## config.mk

```make
export PLATFORM = sky130hd
export DESIGN_NAME = rtc_bus_sequencer
export DESIGN_NICKNAME = d
export VERILOG_FILES = /design/src/rtl/rtc_bus_sequencer.sv
export SDC_FILE = /design/constraint.sdc
export NUM_CORES = 1
export LEC_CHECK = 0
export CORE_UTILIZATION = 46
export CTS_BUF_LIST = sky130_fd_sc_hd__clkbuf_8
export DETAILED_ROUTE_END_ITERATION = 6
export PLACE_DENSITY_LB_ADDON = 0.2
export SLEW_MARGIN = 20
export SYNTH_ARGS = -nofsm -noshare
export SYNTH_HDL_FRONTEND = slang
export SYNTH_SLANG_ARGS = --single-unit
export TNS_END_PERCENT = 1
```

## constraint.sdc

```tcl
create_clock -name clk -period 1.7 [get_ports clk]
set_input_delay 0.255 -clock clk [delete_from_list [all_inputs] [get_ports clk]]
set_output_delay 0.255 -clock clk [all_outputs]
set_load 0.02 [all_outputs]
```

## src/rtl/rtc_bus_sequencer.sv

```systemverilog
// Single-byte read/write sequencer for the RTC multiplexed address/data bus.
// Phases IDLE -> ADDR -> GAP -> DATA -> RECOV; every pin-facing output is registered.
module rtc_bus_sequencer #(
  parameter int unsigned T_ADDR = 4,
  parameter int unsigned T_GAP  = 2,
  parameter int unsigned T_DATA = 8
) (
  input  logic       clk,
  input  logic       reset,
  input  logic       req,
  input  logic       rw,
  input  logic [7:0] addr,
  input  logic [7:0] wdata,
  output logic       busy,
  output logic       done,
  output logic [7:0] rdata,
  output logic [7:0] bus_out,
  output logic       bus_oe,
  input  logic [7:0] bus_in,
  output logic       AD,
  output logic       CS,
  output logic       RD,
  output logic       WR
);

  localparam logic [7:0] LP_ADDR_M1 = 8'(T_ADDR - 1);
  localparam logic [7:0] LP_GAP_M1  = 8'(T_GAP - 1);
  localparam logic [7:0] LP_DATA_M1 = 8'(T_DATA - 1);

  typedef enum logic [2:0] {
    S_IDLE  = 3'd0,
    S_ADDR  = 3'd1,
    S_GAP   = 3'd2,
    S_DATA  = 3'd3,
    S_RECOV = 3'd4
  } state_t;

  state_t     r_state, w_next_state;
  logic [7:0] r_cnt, w_next_cnt, w_cnt_dec;
  logic       r_rw;
  logic [7:0] r_addr, r_wdata;
  logic       w_accept, w_last;
  logic       w_rw_nx;
  logic [7:0] w_addr_nx, w_wdata_nx;
  logic       w_ad, w_cs, w_rd, w_wr, w_oe;
  logic [7:0] w_bus;
  logic       r_ad, r_cs, r_rd, r_wr, r_oe, r_busy, r_done;
  logic [7:0] r_bus, r_rdata;

  assign w_accept   = (r_state == S_IDLE) && req;
  assign w_last     = (r_cnt == 8'd0);
  assign w_cnt_dec  = r_cnt - 8'd1;
  // Outputs are computed one cycle ahead, so the request fields must be visible on acceptance.
  assign w_rw_nx    = w_accept ? rw    : r_rw;
  assign w_addr_nx  = w_accept ? addr  : r_addr;
  assign w_wdata_nx = w_accept ? wdata : r_wdata;

  always_ff @(posedge clk) begin
    if (reset) begin
      r_state <= S_IDLE;
      r_cnt   <= 8'd0;
      r_rw    <= 1'b0;
      r_addr  <= 8'h00;
      r_wdata <= 8'h00;
    end else begin
      r_state <= w_next_state;
      r_cnt   <= w_next_cnt;
      r_rw    <= w_rw_nx;
      r_addr  <= w_addr_nx;
      r_wdata <= w_wdata_nx;
    end
  end

  always_comb begin
    w_next_state = r_state;
    w_next_cnt   = r_cnt;
    case (r_state)
      S_IDLE: begin
        if (req) begin
          w_next_state = S_ADDR;
          w_next_cnt   = LP_ADDR_M1;
        end else begin
          w_next_state = S_IDLE;
          w_next_cnt   = 8'd0;
        end
      end
      S_ADDR: begin
        if (w_last) begin
          w_next_state = S_GAP;
          w_next_cnt   = LP_GAP_M1;
        end else begin
          w_next_cnt   = w_cnt_dec;
        end
      end
      S_GAP: begin
        if (w_last) begin
          w_next_state = S_DATA;
          w_next_cnt   = LP_DATA_M1;
        end else begin
          w_next_cnt   = w_cnt_dec;
        end
      end
      S_DATA: begin
        if (w_last) begin
          w_next_state = S_RECOV;
          w_next_cnt   = LP_GAP_M1;
        end else begin
          w_next_cnt   = w_cnt_dec;
        end
      end
      S_RECOV: begin
        if (w_last) begin
          w_next_state = S_IDLE;
          w_next_cnt   = 8'd0;
        end else begin
          w_next_cnt   = w_cnt_dec;
        end
      end
      default: begin
        w_next_state = S_IDLE;
        w_next_cnt   = 8'd0;
      end
    endcase
  end

  always_comb begin
    w_ad  = 1'b1;
    w_cs  = 1'b1;
    w_rd  = 1'b1;
    w_wr  = 1'b1;
    w_oe  = 1'b0;
    w_bus = 8'h00;
    case (w_next_state)
      S_IDLE: begin
        w_oe = 1'b0;
      end
      S_ADDR: begin
        w_ad  = 1'b0;
        w_cs  = 1'b0;
        w_wr  = 1'b0;
        w_oe  = 1'b1;
        w_bus = w_addr_nx;
      end
      S_GAP: begin
        w_oe  = 1'b1;
        w_bus = w_addr_nx;
      end
      S_DATA: begin
        w_cs = 1'b0;
        if (w_rw_nx) begin
          w_rd = 1'b0;
        end else begin
          w_wr  = 1'b0;
          w_oe  = 1'b1;
          w_bus = w_wdata_nx;
        end
      end
      S_RECOV: begin
        w_oe = 1'b0;
      end
      default: begin
        w_oe = 1'b0;
      end
    endcase
  end

  // Pin registers; rdata captures the pad on the final read DATA cycle.
  always_ff @(posedge clk) begin
    if (reset) begin
      r_ad    <= 1'b1;
      r_cs    <= 1'b1;
      r_rd    <= 1'b1;
      r_wr    <= 1'b1;
      r_oe    <= 1'b0;
      r_bus   <= 8'h00;
      r_busy  <= 1'b0;
      r_done  <= 1'b0;
      r_rdata <= 8'h00;
    end else begin
      r_ad   <= w_ad;
      r_cs   <= w_cs;
      r_rd   <= w_rd;
      r_wr   <= w_wr;
      r_oe   <= w_oe;
      r_bus  <= w_bus;
      r_busy <= (w_next_state != S_IDLE);
      r_done <= (r_state == S_RECOV) && w_last;
      if ((r_state == S_DATA) && w_last && r_rw) begin
        r_rdata <= bus_in;
      end else begin
        r_rdata <= r_rdata;
      end
    end
  end

  assign AD      = r_ad;
  assign CS      = r_cs;
  assign RD      = r_rd;
  assign WR      = r_wr;
  assign bus_oe  = r_oe;
  assign bus_out = r_bus;
  assign busy    = r_busy;
  assign done    = r_done;
  assign rdata   = r_rdata;

endmodule
```

==> impl_metrics.json <==
{
  "synthAdderAreaFrac": 0.00582,
  "worst_pin_slew_ns": 0.367,
  "dieArea_mm2": 0.00495,
  "netlist_top_cells_count": "51 x dfxtp_1, 41 x nor2_1, 23 x mux2i_1",
  "fillCellCount": 361,
  "numClockSinks": 51,
  "worstPathArrival_ns": 1.85,
  "die_x_um": 70.4,
  "max_freq_ghz": 0.619,
  "muxShareOfSynthArea": 0.124,
  "cts_hold_buf": 0,
  "finalCritPeriodShare": 0.951,
  "finalHoldViolCount": 0,
  "ys.flop_type": "dfxtp_1",
  "critical_path_class": "reg2reg",
  "async_flop_share": 0,
  "clock_skew_ns": 0.00744,
  "cts-root-buf": "clkbuf_8",
  "multiInputGateArea_mm2": 0.00105,
  "synth.net_count": 238,
  "synth_compound_gate_area_share": 0.134,
  "antenna_cells": 0,
  "setup_viol": 0,
  "avgSynthCellArea_um2": 10.3,
  "drt_iter0_markers": 110,
  "core_area_mm2": 0.00441,
  "synth-edff-count": 0,
  "slew_headroom": 0.753,
  "rows": 24,
  "cts_tree": "built",
  "ios": 51,
  "ys_ff_latch": 51,
  "p_per_area_mw_per_mm2": 1690,
  "ir_drop_v": 0.000850,
  "grt_first_pass_wirelength_um": 7420,
  "synth_top_area_frac": 0.475,
  "synth_top_family_by_area": "simple AND/OR/NAND/NOR gates",
  "drt-vias-per-instance": 5.10,
  "path_max_fanout": 4,
  "synthCells": 209,
  "reg2regPathDepth": 8,
  "critPathCaptureType": "flip-flop",
  "syn2layout_area_growth_pct": 38.0,
  "drtPass1Iterations": 4,
  "wl_per_cell_um": 13.7,
  "synth.yosys.seq_area_share": 0.475,
  "synth-simple-area-share": 0.177,
  "hold_path_depth": 2,
  "grt_max_degree": 21,
  "min_path_type": "reg2reg",
  "grt_pass1_vias": 1600,
  "overflow": 0,
  "grtUsageTotal": 0.193,
  "yosysMostFrequentCell": "dfxtp_1",
  "yosys.area.top_type": "dfxtp_1",
  "hpwl_um": 3270,
  "yosysWarnings": 0,
  "regArea_mm2": 0.00102,
  "detail-route-antenna-nets": 0,
  "post-route-drc-count": 0,
  "numCtsBuffers": 5,
  "htreeDepth": 2,
  "ys_top_cells_by_area": "dfxtp_1 47%, mux2i_1 11%, nor2_1 7.2%",
  "fin_nets": 311,
  "cap_violations": 0,
  "gp_congestion": 0.783,
  "drive_gt1_frac": 0.191,
  "clk_pin_slew_worst_paths_ns": 0.09,
  "syn_area_mm2": 0.00215,
  "synth_cell_types": 50,
  "clk_latency_ns": 0.30,
  "dieHeight_um": 70.4,
  "cts_buffer_depth": 2,
  "worst_ep_required_time_ns": 1.93,
  "num_vias": 1707,
  "tns_ns": 0,
  "synth-xor-area-share": 0.0326,
  "initial_core_util": 0.487,
  "min_period_ns": 1.62,
  "cp-start-kind": "flip-flop",
  "setup_ws_ns": 0.0838,
  "antenna_found_initial": 0,
  "port_buffers": 50,
  "status": "finished clean",
  "wirelength_um": 4600,
  "place_ws_ns": -0.291,
  "p_leak_nw": 1.24,
  "finalMaxSlewViolations": 0
}
-- metal layers --
metal / track usage / routed length [um]
met5: 0 / 0
met1: 0.251 / 2130
met4: 0.0600 / 57
met2: 0.311 / 2220
met3: 0.0505 / 193
-- flip-flops by register name (all words and copies together), names as in the netlist --
register  flops
AD            1
CS            1
RD            1
WR            1
bus_oe        1
bus_out       8
busy          1
done          1
r_addr        8
r_cnt         8
r_rw          1
r_state       3
r_wdata       8
rdata         8
-- logic make-up after synthesis --
group                      Yosys count
xor gates and xnor gates             8
AOI/OAI and AO/OA                   36
adders and majority gates            1
and+or+nand+nor                     71
DFF                                 51
buffers and inverters               17
muxes                               25
-- stage by stage --
stage / std cells / hold WS [ns] / cell area (um^2) / util / power (mW)
floorplan: 209 / 0.399 / 2150 / - / 3.30
detailed placement: 324 / 0.477 / 2830 / 0.640 / 4.16
global route: 335 / 0.518 / 2970 / 0.672 / 5.33
finish: 335 / 0.499 / 2970 / 0.672 / 5.01
CTS: 332 / 0.498 / 2920 / 0.661 / 4.87
global placement: 324 / 0.470 / 2830 / 0.640 / 4.11
-- final timing paths --
path / end / start / slack [ns]
min: r_addr[6] / r_addr[6] / 0.50
max reg2reg: bus_out[1] / r_cnt[1] / 0.08
max: bus_out[1] / r_cnt[1] / 0.08
min reg2reg: r_addr[6] / r_addr[6] / 0.50
-- report_power, final --
| group | leakage (nW) | switching, mW | internal, mW |
|---|---|---|---|
| clock network | 0.0477 | 0.390 | 0.283 |
| registers | 0.417 | 0.142 | 1.44 |
| logic | 0.770 | 1.37 | 1.39 |
-- layout by cell type (no fill, tap or decap), types with 2 or more instances in the layout --
master,netlist,routed
dfxtp_1,51,50
and2_1,3,2
nand2_1,7,7
mux2i_1,23,23
inv_1,5,4
xnor2_1,6,6
a21o_1,3,3
buf_6,3,2
xor2_1,2,2
clkbuf_8,0,5
o22ai_1,7,7
nor2_1,41,41
clkdlybuf4s50_1,0,50
a21oi_1,7,7
clkinv_2,0,3
o21ai_1,2,2
nand3_1,4,4
nor3_1,3,3
buf_4,1,25
o211ai_1,2,2
-- repair_timing --
item / 4_1_cts / 5_1_grt
setup buffers: 0 / 3
endpoints found under the setup margin: 5 / 23
endpoints found under the hold margin: 0 / 0
gates resized for setup: 1 / 8
pin swaps: 1 / 3
-- area by class of cell --
| cell class | instances | area share |
|---|---|---|
| multi-input combinational | 141 | 0.353 |
| sequential | 51 | 0.344 |
| timing repair buffer | 78 | 0.246 |
| clock buffer | 5 | 0.0232 |
| tap | 52 | 0.0219 |
| inverter | 5 | 0.00632 |
| clock inverter | 3 | 0.00506 |
-- critical path: stages (launching register included) --
cell	delay [ns]
dfxtp_1	0.35
inv_1	0.08
ha_4	0.16
nor3b_4	0.16
buf_4	0.16
a211oi_2	0.24
o21ai_2	0.10
buf_4	0.16
o22ai_1	0.14
Note: power is estimated with default switching activity, not from simulation.
